[src/rtl/alu_exec.sv]
// alu_exec: serial execute/write-back sequencer driving a register file's read, mask and write ports.
// Latency: accept->WB in 3 cycles for logic ops, 2+max(1,k) for shift by k, N+2 for MUL (ALU_MUL_EN).
// Backpressure: in_ready only in IDLE; an offer while busy is ignored and must be held until accepted.
module alu_exec #(
  parameter int N = 32,
  parameter int M = 2
) (
  input  logic           clk,
  input  logic           rst_n,
  input  logic           in_valid,
  output logic           in_ready,
  input  logic [3:0]     op,
  input  logic [M-1:0]   rd,
  input  logic [M-1:0]   rs1,
  input  logic [M-1:0]   rs2,
  input  logic [N/8-1:0] lanes,
  output logic [M-1:0]   r1,
  output logic [M-1:0]   r2,
  input  logic [N-1:0]   v1,
  input  logic [N-1:0]   v2,
  output logic [M-1:0]   w1,
  output logic [N-1:0]   mask,
  output logic [N-1:0]   w,
  output logic           busy,
  output logic           done,
  output logic           err
);

  localparam int SW = $clog2(N);

  typedef enum logic [1:0] {IDLE, READ, EXEC, WB} state_t;
  state_t state, state_nx;

  logic [3:0]     op_q;
  logic [M-1:0]   rd_q;
  logic [N/8-1:0] lanes_q;
  logic           first;
  logic [N-1:0]   acc, acc_nx;
  logic [SW-1:0]  cnt, cnt_nx;
  logic [SW-1:0]  amt;
  logic [N-1:0]   src, sh, res;
  logic           legal, fin;
`ifdef ALU_MUL_EN
  logic [N-1:0]   mcand, mcand_nx, mplier, mplier_nx;
`endif

  assign amt = v2[SW-1:0];
  // Shift operand is the fresh register value on the first EXEC cycle, the running accumulator afterwards.
  assign src = first ? v1 : acc;
  assign sh  = op_q[0] ? (src >> 1) : (src << 1);

  // Opcode decode, per-cycle result and the EXEC completion condition.
  always_comb begin
    legal  = 1'b0;
    fin    = 1'b0;
    res    = '0;
    acc_nx = acc;
    cnt_nx = cnt;
`ifdef ALU_MUL_EN
    mcand_nx  = mcand;
    mplier_nx = mplier;
`endif
    case (op_q)
      4'd0: begin legal = 1'b1; fin = 1'b1; res = v1 + v2; end
      4'd1: begin legal = 1'b1; fin = 1'b1; res = v1 - v2; end
      4'd2: begin legal = 1'b1; fin = 1'b1; res = v1 & v2; end
      4'd3: begin legal = 1'b1; fin = 1'b1; res = v1 | v2; end
      4'd4: begin legal = 1'b1; fin = 1'b1; res = v1 ^ v2; end
      4'd5: begin legal = 1'b1; fin = 1'b1; res = v1; end
      4'd6, 4'd7: begin
        legal = 1'b1;
        if (first) begin
          // Amount 0 and 1 both retire in the single first cycle.
          if (amt <= SW'(1)) begin
            fin = 1'b1;
            res = (amt == '0) ? v1 : sh;
          end else begin
            acc_nx = sh;
            cnt_nx = amt - SW'(1);
          end
        end else begin
          acc_nx = sh;
          cnt_nx = cnt - SW'(1);
          fin    = (cnt == SW'(1));
          res    = sh;
        end
      end
`ifdef ALU_MUL_EN
      4'd8: begin
        legal = 1'b1;
        if (first) begin
          acc_nx    = v2[0] ? v1 : '0;
          mcand_nx  = v1 << 1;
          mplier_nx = v2 >> 1;
          cnt_nx    = SW'(N - 1);
        end else begin
          acc_nx    = acc + (mplier[0] ? mcand : '0);
          mcand_nx  = mcand << 1;
          mplier_nx = mplier >> 1;
          cnt_nx    = cnt - SW'(1);
          fin       = (cnt == SW'(1));
        end
        res = acc_nx;
      end
`endif
      default: begin legal = 1'b0; fin = 1'b1; end
    endcase
  end

  // State register.
  always_ff @(posedge clk) begin
    if (!rst_n) state <= IDLE;
    else        state <= state_nx;
  end

  // Next-state logic: strictly one instruction in flight.
  always_comb begin
    state_nx = state;
    case (state)
      IDLE:    if (in_valid && in_ready) state_nx = READ;
      READ:    state_nx = EXEC;
      EXEC:    if (fin) state_nx = WB;
      WB:      state_nx = IDLE;
      default: state_nx = IDLE;
    endcase
  end

  // Instruction latch, read addresses, iterative operands and write-back registers.
  always_ff @(posedge clk) begin
    if (!rst_n) begin
      op_q    <= '0;
      rd_q    <= '0;
      lanes_q <= '0;
      r1      <= '0;
      r2      <= '0;
      w1      <= '0;
      w       <= '0;
      first   <= 1'b0;
      acc     <= '0;
      cnt     <= '0;
`ifdef ALU_MUL_EN
      mcand   <= '0;
      mplier  <= '0;
`endif
    end else begin
      if (state == IDLE && in_valid) begin
        op_q    <= op;
        rd_q    <= rd;
        lanes_q <= lanes;
        r1      <= rs1;
        r2      <= rs2;
      end
      first <= (state == READ);
      if (state == EXEC) begin
        acc <= acc_nx;
        cnt <= cnt_nx;
`ifdef ALU_MUL_EN
        mcand  <= mcand_nx;
        mplier <= mplier_nx;
`endif
        if (fin) begin
          w  <= res;
          w1 <= rd_q;
        end
      end
    end
  end

  // Byte-lane mask, driven only in WB for a legal op and never while reset is asserted.
  always_comb begin
    mask = '0;
    if (state == WB && legal && rst_n) begin
      for (int i = 0; i < N/8; i++) mask[8*i +: 8] = {8{lanes_q[i]}};
    end
  end

  assign in_ready = (state == IDLE) && rst_n;
  assign busy     = (state != IDLE);
  assign done     = (state == WB);
  assign err      = (state == WB) && !legal;

endmodule

[config.mk]
export PLATFORM = sky130hd
export DESIGN_NAME = alu_exec
export DESIGN_NICKNAME = d
export VERILOG_FILES = /design/src/rtl/alu_exec.sv
export SDC_FILE = /design/constraint.sdc
export NUM_CORES = 1
export LEC_CHECK = 0
export ABC_AREA = 1
export BUFFER_PORTS_ARGS = -buffer_cell sky130_fd_sc_hd__buf_2
export CORE_ASPECT_RATIO = 1.75
export CORE_MARGIN = 5
export CORE_UTILIZATION = 64
export DETAILED_ROUTE_END_ITERATION = 10
export PLACE_DENSITY = 0.95
export SLEW_MARGIN = 40
export SYNTH_ARGS = -nofsm -noshare
export SYNTH_HDL_FRONTEND = slang
export SYNTH_SLANG_ARGS = --single-unit
[constraint.sdc]
create_clock -name clk -period 6.35 [get_ports clk]
set_input_delay 1.905 -clock clk [delete_from_list [all_inputs] [get_ports clk]]
set_output_delay 1.905 -clock clk [all_outputs]
set_load 0.03 [all_outputs]
======== After elaboration in Yosys (flattened, before gate mapping) ========
Index checks and enable logic that the tools add are counted.
Widths: inputs -> output; s select.
storage, ports and cells
  bits in registers ....................... 88
  bits in latches ......................... 0
  RAM bits ................................ 0
  ROM bits ................................ 0
  input bits .............................. 81
  output and inout port bits .............. 74
  memories kept ........................... 0
cells by class
  add/subtract/negate cells ............... 4
  multiply operators ...................... 0
  divide/modulo/power cells ............... 0
  $lt $le $gt $ge ......................... 1
  equal/unequal tests ..................... 14
  shift operators ......................... 0
  muxes and demuxes ....................... 18
  bitwise logic cells ..................... 3
  reduce and logical (&&, ||, !) cells .... 16
operators by type and width
  kind                 number
  $mux 32              8
  $pmux 32 s7          1
  $add 32x32->32       1
  $and 32x32->32       1
  $or 32x32->32        1
  $sub 32x32->32       1
  $xor 32x32->32       1
  $eq 4x3->1 const B   4
  $mux 5               2
  $sub 5x1->5 const B  2
  $eq 4x2->1 const B   2
  $pmux 2 s4           1
  $reduce_or 8->1      1
  $logic_and 1x1->1    6
  $ne 2x2->1 const B   3
  $eq 5x1->1 const B   1
  $le 5x1->1 const B   1
  $logic_not 5->1      1
  $eq 2x2->1 const B   2
  $eq 4x1->1 const B   1
  $logic_not 4->1      1
  $mux 1               4
  $mux 2               2
  $reduce_and 2->1     2
  6 further kinds      6

======== Longest topological paths before layout ========
Gate-level depths: netlist of run 1.
  depth in word-level cells ............... 6
  mapped depth ............................ 26

======== Least setup slack after synthesis of run 1 ========
No wires, ideal clock.
  kind .................................... input to output
  start point ............................. input port rst_n
  end point ............................... output port mask[10]
  arrival ................................. 3232 ps
  slack ................................... 1213 ps
  stages .................................. 4
  path buffers ............................ 2
  cells stage by stage .................... clkbuf_1 -> nand3_1 -> nor2_1 -> buf_4
on the way
  cells in the longest elaborated chain, start to end .. 2
RTL lines
  element            line  text
  start, declared    9     input logic rst_n,
  $logic_and 1x1->1  172   if (state == WB && legal && rst_n) begin
  $mux 32            172
  end, declared      22    output logic [N-1:0] mask,
Every way passes these cells.

======== Worst setup path after layout of run 1 ========
  start point ............................. input port v2[0]
  end point ............................... register w[28]
on the way
  cells in the longest elaborated chain, start to end .. 5
  elaborated cells between the ends (all ways) .. 12
  classes of those cells .................. 2 x add/sub; 1 x order compare; 7 x mux; 2 x reduce/logical
RTL lines
  element                                                                 line  text
  start, declared                                                         20    input logic [N-1:0] v2,
  parallel branches: the longest is 5 deep, another holds $sub 32x32->32  --
  end signal, assigned                                                    162   w <= res;
  end, declared                                                           23    output logic [N-1:0] w,
Several ways; the timed one is not identified.
A chain may end at the register's enable or synchronous reset.

==> impl_metrics.py, run 1 <==
metrics = {
    "outcome": {
        "status": "finished, final reports clean",
    },
    "timing": {
        "max_slew.worst_pin.slew_ns": 0.8765,
        "rsz0062_at_grt": "false",
        "max_slew_margin": 0.4150,
        "drv_slew": 0,
        "fmax_ghz": 0.1912,
        "skew_ns": 0.01167,
        "period_minus_slack_ns": 5.229,
        "finalHoldViolCount": 0,
        "setup_ws_ns": 1.121,
        "post-route-period-util": 0.8235,
        "setup_violations": 0,
        "tns_ns": 0,
    },
    "job": {
        "drv_cap": 0,
    },
    "min_path": {
        "min_to": "acc[17]",
        "worstHoldStart": "acc[17]",
        "worstHoldPathCells": 2,
        "hold_class": "flop to flop",
    },
    "worst_setup_path": {
        "worstPathCellList": "buf_2 > inv_1 > ha_1 > nand2_1 > nor3_2 > nand2_1 > nor2_2 > a21oi_1 > a21oi_2 > o21ai_1 > xor2_1 > ha_1 > nand2_1 > nor2_1 > nand2_1 > nor3_1 > nand2_1 > nand2_1 > nand2_1 > nand3_1 > nand2_1 > nand2_1 > a21oi_1",
        "reg2reg_slack_ns": 1.77,
        "start_kind": "primary input",
        "crit_type": "primary input to flop",
        "required_ns": 6.58,
        "critPathMostFrequentCell": "nand2_1",
        "max_stage_delay_ns": 0.36,
        "rr_startpoint": "op_q[0]",
        "path_delay_family": "simple AND/OR/NAND/NOR gates",
        "reg2reg_depth": 18,
        "cp_num_buf_inv": 2,
        "cp_max_fo": 5,
        "arrival_ns": 5.46,
        "critPathSlowestCell": "ha_1",
        "end_kind": "flop",
        "r2r_end": "w[17]",
    },
    "synth": {
        "synth_area_per_cell_sq_um": 6.082,
        "syn-cell-area_sq_um": 9834,
        "netlist_instances": 1617,
        "ys_seq_area_frac": 0.1791,
        "ys_seq_elements": 88,
        "syn-num-nets": 1804,
        "synthArstFlopShare": 0,
        "synthFlopType": "dfxtp_1",
        "yosys_warnings": 0,
        "synth_cell_types": 50,
        "synth_edf_count": 0,
    },
    "finish": {
        "fill_cells": 1394,
        "final_common_cell": "nand2_1",
        "final_net_count": 1885,
        "area_growth_pct": 9.186,
        "layout_common_cells": "nand2_1, inv_1, buf_2, o21ai_0, a21oi_1",
        "drive_above_1_share": 0.1233,
        "final-instance-count-excl-fill": 1890,
    },
    "floorplanning": {
        "die_y_um": 174.0,
        "ios": 155,
        "core_sq_um": 15240,
        "core.rowCount": 60,
        "dieArea_sq_um": 18040,
        "initial_core_util": 0.6453,
        "die_w_um": 103.7,
    },
    "grt": {
        "grt_pass1_wl_um": 54630,
        "grt_max_degree": 82,
        "grt_antenna_before_repair": 1,
        "grt.total_usage": 0.3701,
        "grt_pass1_vias": 10940,
        "grt-ovfl-total": 0,
    },
    "route": {
        "viasPerCell": 6.044,
        "wl_um": 35060,
        "routedWlPerCell_um": 18.55,
        "drtAntennaViolNets": 0,
        "vias": 11423,
        "post-route-drc-count": 0,
        "dr.pass1.iters": 5,
        "first_iter_violations": 939,
    },
    "power_and_ir_drop": {
        "leakagePower_nw": 5.688,
        "pwr-share-clk": 0.188,
        "ir_drop_mv": 0.4048,
        "p_sw_mw": 1.710,
        "power_frac_seq": 0.211,
        "power.density_nw_per_um2": 307.5,
        "power_frac_comb": 0.601,
        "finalPower_mw": 3.301,
        "swShare": 0.5179,
        "intPower_mw": 1.592,
    },
    "placed_design": {
        "dp.cells": 1873,
        "place.port_buffers": 154,
        "gp_congestion": 1.028,
        "place_ws_ns": 0.8334,
        "dp_hpwl_um": 26660,
    },
    "cts": {
        "cts.sinks": 88,
        "postCtsSetupRepairBufs": 0,
        "insertion_delay_ns": 0.35,
        "root_buffer": "clkbuf_16",
        "cts_hold_buf": 0,
        "cts_buffers": 9,
        "clk_path_buf_depth": 2,
        "htreeDepth": 3,
        "post_cts_resized": 0,
        "clk_transition_reported_paths_ns": 0.08,
        "cts_tree": "built",
    },
}
-- per-stage QoR --
| step | cell area (sq um) | hold WS [ns] | util |
|---|---|---|---|
| detailed placement | 10400 | 0.4355 | 0.6823 |
| CTS | 10740 | 0.4452 | 0.7044 |
| global route | 10740 | 0.4576 | 0.7046 |
| global placement | 10400 | 0.4299 | 0.6823 |
| floorplan | 9834 | 0.4215 | - |
| finish | 10740 | 0.4474 | 0.7046 |
-- power by group through the flow --
stage	clock network [mW]	registers (mW)	logic, mW
floorplan	0	0.799	1.30
global placement	0	0.704	1.90
detailed placement	0	0.708	1.92
CTS	0.623	0.696	1.94
global route	0.645	0.707	2.16
finish	0.620	0.698	1.98
-- synthesized netlist by cell type (2+ instances only) --
| library cell | count | area share |
|---|---|---|
| a21oi_1 | 129 | 0.066 |
| nand2_2 | 2 | 0.0013 |
| inv_1 | 226 | 0.086 |
| o21bai_1 | 5 | 0.0038 |
| a211oi_1 | 4 | 0.0031 |
| nand2_1 | 458 | 0.17 |
| nor3_1 | 19 | 0.0097 |
| xor2_1 | 30 | 0.027 |
| nand4_1 | 20 | 0.013 |
| nor2_1 | 114 | 0.044 |
| xnor2_1 | 2 | 0.0018 |
| nand3_2 | 2 | 0.0020 |
| nand2_4 | 2 | 0.0023 |
| buf_6 | 3 | 0.0034 |
| clkbuf_1 | 30 | 0.011 |
| o21ai_1 | 7 | 0.0036 |
| o221ai_1 | 2 | 0.0018 |
| o32ai_1 | 7 | 0.0062 |
| a221oi_1 | 14 | 0.012 |
| mux2i_1 | 22 | 0.022 |
| o21ai_0 | 134 | 0.068 |
| ha_1 | 105 | 0.13 |
| o22ai_1 | 10 | 0.0064 |
| nor2_8 | 2 | 0.0041 |
| dfxtp_1 | 88 | 0.18 |
| o2111ai_1 | 14 | 0.012 |
| nand3b_1 | 7 | 0.0053 |
| a31oi_1 | 2 | 0.0013 |
| a21o_1 | 3 | 0.0023 |
| nor2_2 | 3 | 0.0019 |
| nand3_1 | 64 | 0.033 |
| nor4_1 | 2 | 0.0013 |
| buf_4 | 30 | 0.023 |
| buf_2 | 32 | 0.016 |
| inv_2 | 6 | 0.0023 |
| or2_2 | 3 | 0.0019 |
-- sequential cells by signal, indices dropped and copies added, names as in the netlist --
| register | flops |
|---|---|
| r2 | 2 |
| w1 | 2 |
| first | 1 |
| rd_q | 2 |
| lanes_q | 4 |
| cnt | 5 |
| r1 | 2 |
| op_q | 4 |
| acc | 32 |
| w | 32 |
| state | 2 |
-- routing by layer --
metal,global-route usage,part of all wire,up-vias
li1,-,-,5402
met1,0.4117,0.36,5157
met2,0.6251,0.47,668
met3,0.05240,0.084,196
met4,0.2896,0.089,0
met5,0,0,-
-- worst register-to-register path, stage by stage (launching register included) --
cell     delay, ns
dfxtp_1       0.56
inv_2         0.43
nor2_1        0.29
nand2_1       0.33
buf_4         0.33
a21oi_1       0.25
xor2_1        0.16
inv_1         0.06
ha_1          0.37
nand2_1       0.14
nor2_1        0.16
inv_1         0.08
nor3_1        0.40
nand2_1       0.11
nand2_1       0.08
o21ai_0       0.08
o21ai_0       0.46
nand2_1       0.10
a21oi_1       0.13
-- layout make-up --
type	instances	area, sq um	share of cell area
clock inverter	6	97.59	0.009089
inverter	234	880.8	0.08203
clock buffer	10	239.0	0.02226
multi-input combinational	1200	6669	0.6211
timing repair buffer	165	853.3	0.07947
tap	186	232.7	0.02167
antenna	1	2.502	0.0002330
sequential	88	1763	0.1642
-- worst max-delay path by stage --
stage	depth (start not counted)	slack, ns	end	from
CTS	23	1.20	w[28]	v2[0]
global route	22	0.87	w[28]	v2[0]
finish	23	1.12	w[28]	v2[0]
global placement	23	0.86	w[28]	v2[0]
detailed placement	23	0.83	w[28]	v2[0]
floorplan	4	1.21	mask[10]	rst_n
-- logic make-up after synthesis --
kind of cell / Yosys count / share of synthesized area
muxes: 22 / 0.02239
and+or+nand+nor: 702 / 0.2973
buffers and inverters: 329 / 0.1436
xor gates and xnor gates: 32 / 0.02850
DFF: 88 / 0.1791
adders and majority gates: 106 / 0.1356
AOI/OAI and AO/OA: 338 / 0.1934
No activity file was read; power rests on OpenSTA's default activity.
==> inputs of run 2 (changes only) <==
CORE_UTILIZATION = 53   (was 64)
PLACE_DENSITY = 0.86   (was 0.95)
clock period = 4.7 ns   (was 6.35 ns; I/O delays follow)
==> impl_metrics.py, run 2 (synthesis gave the netlist of run 1 again) <==
metrics = {
    "outcome": {
        "status": "finished, final reports clean",
    },
    "timing": {
        "fmax_ghz": 0.2298,
        "hold_ws_ns": 0.4491,
        "drv_slew": 0,
        "period_minus_slack_ns": 4.351,
        "rsz0062_at_grt": "false",
        "max_slew.worst_pin.slew_ns": 0.7647,
        "setup_ws_ns": 0.3491,
        "post-route-period-util": 0.9257,
        "finalHoldViolCount": 0,
        "tns_ns": 0,
        "max_slew_margin": 0.4897,
        "setup_violations": 0,
        "skew_ns": 0.01578,
    },
    "worst_setup_path": {
        "cp_max_fo": 6,
        "arrival_ns": 4.65,
        "end_kind": "flop",
        "required_ns": 5.00,
        "start_kind": "primary input",
        "crit_type": "primary input to flop",
    },
    "power_and_ir_drop": {
        "power_frac_comb": 0.621,
        "power.density_nw_per_um2": 405.3,
        "p_sw_mw": 2.360,
        "power_frac_seq": 0.213,
        "ir_drop_mv": 0.4807,
        "pwr-share-clk": 0.166,
        "swShare": 0.5310,
        "intPower_mw": 2.085,
        "leakagePower_nw": 5.798,
    },
    "route": {
        "first_iter_violations": 910,
        "dr.pass1.iters": 5,
        "vias": 11233,
        "viasPerCell": 5.705,
        "routedWlPerCell_um": 18.52,
        "wl_um": 36460,
        "drtAntennaViolNets": 0,
        "post-route-drc-count": 0,
    },
    "floorplanning": {
        "core_sq_um": 18420,
        "die_y_um": 190.2,
        "initial_core_util": 0.5340,
        "core.rowCount": 66,
        "die_w_um": 113.0,
        "ios": 155,
        "dieArea_sq_um": 21490,
    },
    "cts": {
        "post_cts_resized": 0,
        "cts_buffers": 9,
        "cts.sinks": 88,
        "clk_path_buf_depth": 2,
        "insertion_delay_ns": 0.37,
        "htreeDepth": 3,
        "cts_tree": "built",
        "postCtsSetupRepairBufs": 0,
        "clk_transition_reported_paths_ns": 0.07,
        "cts_hold_buf": 0,
        "root_buffer": "clkbuf_16",
    },
    "placed_design": {
        "placedInstanceArea_sq_um": 10690,
        "place.port_buffers": 154,
        "place_ws_ns": 0.02783,
        "gp_congestion": 0.9968,
        "dp_hpwl_um": 28710,
    },
    "grt": {
        "grt_max_degree": 81,
        "grt-ovfl-total": 0,
        "grt.total_usage": 0.3317,
        "grt_pass1_vias": 10985,
        "grt_antenna_before_repair": 0,
        "grt_pass1_wl_um": 56090,
    },
    "min_path": {
        "hold_class": "flop to flop",
    },
    "finish": {
        "antenna_cells": 0,
        "top_regs": "acc x32, w x32, cnt x5",
        "fill_cells": 1819,
        "final_net_count": 1913,
        "area_growth_pct": 11.51,
        "drive_above_1_share": 0.1375,
        "layout_common_cells": "nand2_1, inv_1, buf_2, o21ai_0, a21oi_1",
        "design_area_sq_um": 10970,
        "final_common_cell": "nand2_1",
    },
    "job": {
        "drv_cap": 0,
    },
}
==> run 2: cell count changes in the layout (fill, tap and decap cells not counted), sizes merged <==
cell | previous run | this run
buf | 165 | 193
clkinv | 2 | 4
bufinv | 2 | 0
diode | 1 | 0
==> run 2: path summary, 6_finish.rpt <==
check             startpoint  endpoint  slack, ns  cells after the start
hold / removal       acc[23]   acc[23]       0.45                      2
hold reg to reg      acc[23]   acc[23]       0.45                      2
setup / recovery       v2[2]     w[22]       0.35                     20
setup reg to reg     op_q[0]     w[22]       0.80                     20
==> run 2: layout make-up <==
class                           instances  area, sq um  share of cell area
Multi-Input combinational cell       1200         6669              0.6081
Sequential cell                        88         1763              0.1608
Timing Repair Buffer                  193         1076             0.09812
Inverter                              234        880.8             0.08032
Tap cell                              238        297.8             0.02715
Clock buffer                           10        229.0             0.02088
Clock inverter                          6        51.30            0.004678
==> run 2: worst max-delay path, stage by stage <==
cell,delay (ns)
buf_2,0.14
nor2_1,0.17
nand2_1,0.10
nor2_1,0.25
nor2_1,0.12
a21oi_1,0.27
o21ai_0,0.17
xor2_1,0.17
ha_1,0.36
nand2_1,0.10
nor2_1,0.24
and3_1,0.19
nand2_1,0.04
nand2_1,0.21
nand2_1,0.17
nand3b_1,0.12
nand3_1,0.11
nand2_1,0.12
nand2_1,0.05
a21oi_1,0.13
==> run 2: routing by layer <==
layer  share of wire  global-route usage  vias to the layer above
met3           0.069             0.05092                      158
met1            0.38              0.3659                     5091
li1                -                   -                     5458
met5               0                   0                        -
met2            0.48              0.5721                      526
met4           0.077              0.2360                        0
==> run 2: per-stage QoR <==
step	utilization	power, mW	instances
final	0.5955	4.445	1969
after global routing	0.5955	4.766	1969
after CTS	0.5955	4.413	1969
after detailed placement	0.5803	3.670	1953
after global placement	0.5800	3.647	1953
after floorplan	-	2.834	1617
==> run 2: power groups by stage <==
stage | logic, mW | registers, mW | clock network [mW]
after floorplan | 1.75 | 1.08 | 0
after global placement | 2.69 | 0.956 | 0
after detailed placement | 2.71 | 0.960 | 0
after CTS | 2.72 | 0.945 | 0.747
after global routing | 3.04 | 0.957 | 0.773
final | 2.76 | 0.945 | 0.738
==> inputs of run 3 (changes only) <==
==> constraint.sdc (replaced) <==
create_clock -name clk -period 4.7 [get_ports clk]
set_input_delay 0.47 -clock clk [delete_from_list [all_inputs] [get_ports clk]]
set_output_delay 0.47 -clock clk [all_outputs]
set_load 0.03 [all_outputs]
==> impl_metrics.py, run 3 (synthesis gave the netlist of run 1 again) <==
metrics = {
    "outcome": {
        "status": "finished, final reports clean",
    },
    "route": {
        "post-route-drc-count": 0,
        "wl_um": 36590,
        "vias": 11172,
        "routedWlPerCell_um": 18.81,
        "first_iter_violations": 813,
        "drtAntennaViolNets": 0,
        "viasPerCell": 5.744,
        "dr.pass1.iters": 5,
    },
    "worst_setup_path": {
        "reg2reg_depth": 20,
        "rr_startpoint": "op_q[0]",
        "r2r_end": "w[30]",
        "start_kind": "primary input",
        "arrival_ns": 4.16,
        "reg2reg_slack_ns": 0.93,
        "required_ns": 5.00,
        "crit_type": "primary input to flop",
        "cp_max_fo": 5,
        "end_kind": "flop",
    },
    "cts": {
        "insertion_delay_ns": 0.36,
        "postCtsSetupRepairBufs": 0,
        "cts.sinks": 88,
        "cts_tree": "built",
        "clk_transition_reported_paths_ns": 0.07,
        "htreeDepth": 3,
        "cts_hold_buf": 0,
        "post_cts_resized": 0,
        "root_buffer": "clkbuf_16",
        "clk_path_buf_depth": 2,
        "cts_buffers": 9,
    },
    "timing": {
        "rsz0062_at_grt": "false",
        "drv_slew": 0,
        "setup_violations": 0,
        "post-route-period-util": 0.8215,
        "finalHoldViolCount": 0,
        "tns_ns": 0,
        "skew_ns": 0.01181,
        "fmax_ghz": 0.2590,
        "max_slew.worst_pin.slew_ns": 0.6983,
        "period_minus_slack_ns": 3.861,
        "hold_ws_ns": 0.3617,
        "max_slew_margin": 0.5345,
    },
    "placed_design": {
        "dp_hpwl_um": 28480,
        "place.port_buffers": 154,
        "placedInstanceArea_sq_um": 10510,
        "gp_congestion": 1.025,
    },
    "min_path": {
        "worstHoldStart": "op[2]",
        "min_to": "op_q[2]",
        "worstHoldPathCells": 3,
        "hold_class": "primary input to flop",
    },
    "power_and_ir_drop": {
        "power_frac_seq": 0.215,
        "power.density_nw_per_um2": 407.2,
        "leakagePower_nw": 5.682,
        "pwr-share-clk": 0.169,
        "power_frac_comb": 0.616,
        "swShare": 0.5335,
        "ir_drop_mv": 0.3947,
        "intPower_mw": 2.051,
        "p_sw_mw": 2.346,
    },
    "finish": {
        "final_core_utilization": 0.5864,
        "drive_above_1_share": 0.1260,
        "final_net_count": 1889,
        "top_regs": "acc x32, w x32, cnt x5",
        "design_area_sq_um": 10800,
        "layout_common_cells": "nand2_1, inv_1, buf_2, o21ai_0, a21oi_1",
        "final_common_cell": "nand2_1",
        "antenna_cells": 0,
        "area_growth_pct": 9.797,
    },
    "grt": {
        "grt_use_met2": 0.5751,
        "grt_max_degree": 81,
        "grt_antenna_before_repair": 0,
        "met1_usage": 0.3749,
        "grt-ovfl-total": 0,
        "grt-busiest-layer": "met2",
        "grt.total_usage": 0.3321,
        "grt_util_met3": 0.03724,
        "grt_pass1_wl_um": 55970,
        "grt_pass1_vias": 10724,
    },
    "floorplanning": {
        "dieArea_sq_um": 21490,
        "die_w_um": 113.0,
        "core.rowCount": 66,
        "ios": 155,
        "core_sq_um": 18420,
        "die_y_um": 190.2,
        "initial_core_util": 0.5340,
    },
    "job": {
        "drv_cap": 0,
    },
}
[run 3: final cells by class]
class | instances | area, sq um
fill | 1855 | 7617
clock buffer | 10 | 239.0
clock inverter | 6 | 50.05
tap | 238 | 297.8
sequential | 88 | 1763
timing repair buffer | 169 | 890.9
multi-input combinational | 1200 | 6676
inverter | 234 | 880.8
[run 3: layer usage]
layer	wire (um)	vias up
met3	2437	169
met5	0	-
li1	-	5402
met4	2805	0
met1	13810	5051
met2	17540	550
[run 3: worst max path at each step]
stage	from	endpoint	slack, ns	cells after the start
after floorplan	v2[0]	w[27]	1.58	22
after global placement	v2[0]	w[30]	0.56	23
after detailed placement	v2[0]	w[30]	0.57	23
after CTS	v2[0]	w[30]	0.93	22
after global routing	op_q[0]	w[17]	0.56	18
final	v2[0]	w[30]	0.84	22
[run 3: critical path: stages]
cell	delay [ns]
buf_2	0.13
inv_1	0.15
ha_1	0.21
nand2_1	0.12
nor3_2	0.23
nand2_1	0.18
nor2_2	0.28
a21oi_1	0.16
a21oi_2	0.28
o21ai_1	0.13
xor2_1	0.18
ha_1	0.38
nand2_1	0.14
nor3_1	0.27
nand2_1	0.13
nor2_1	0.11
nand2_1	0.10
nand3_1	0.10
nand3_1	0.09
nand2_1	0.07
nand2_1	0.08
a21oi_1	0.15
[run 3: per-stage QoR]
stage	power, mW	std cells	setup WS, ns
after CTS	4.360	1945	0.9315
after detailed placement	3.612	1929	0.5675
after floorplan	2.834	1617	1.584
after global routing	4.705	1945	0.5637
after global placement	3.580	1927	0.5571
final	4.397	1945	0.8388
[run 3: power groups by stage]
stage | Combinational (mW) | Sequential, mW | Clock (mW)
after global routing | 2.97 | 0.955 | 0.781
after detailed placement | 2.65 | 0.960 | 0
after global placement | 2.63 | 0.954 | 0
after CTS | 2.67 | 0.944 | 0.750
after floorplan | 1.75 | 1.08 | 0
final | 2.71 | 0.944 | 0.744
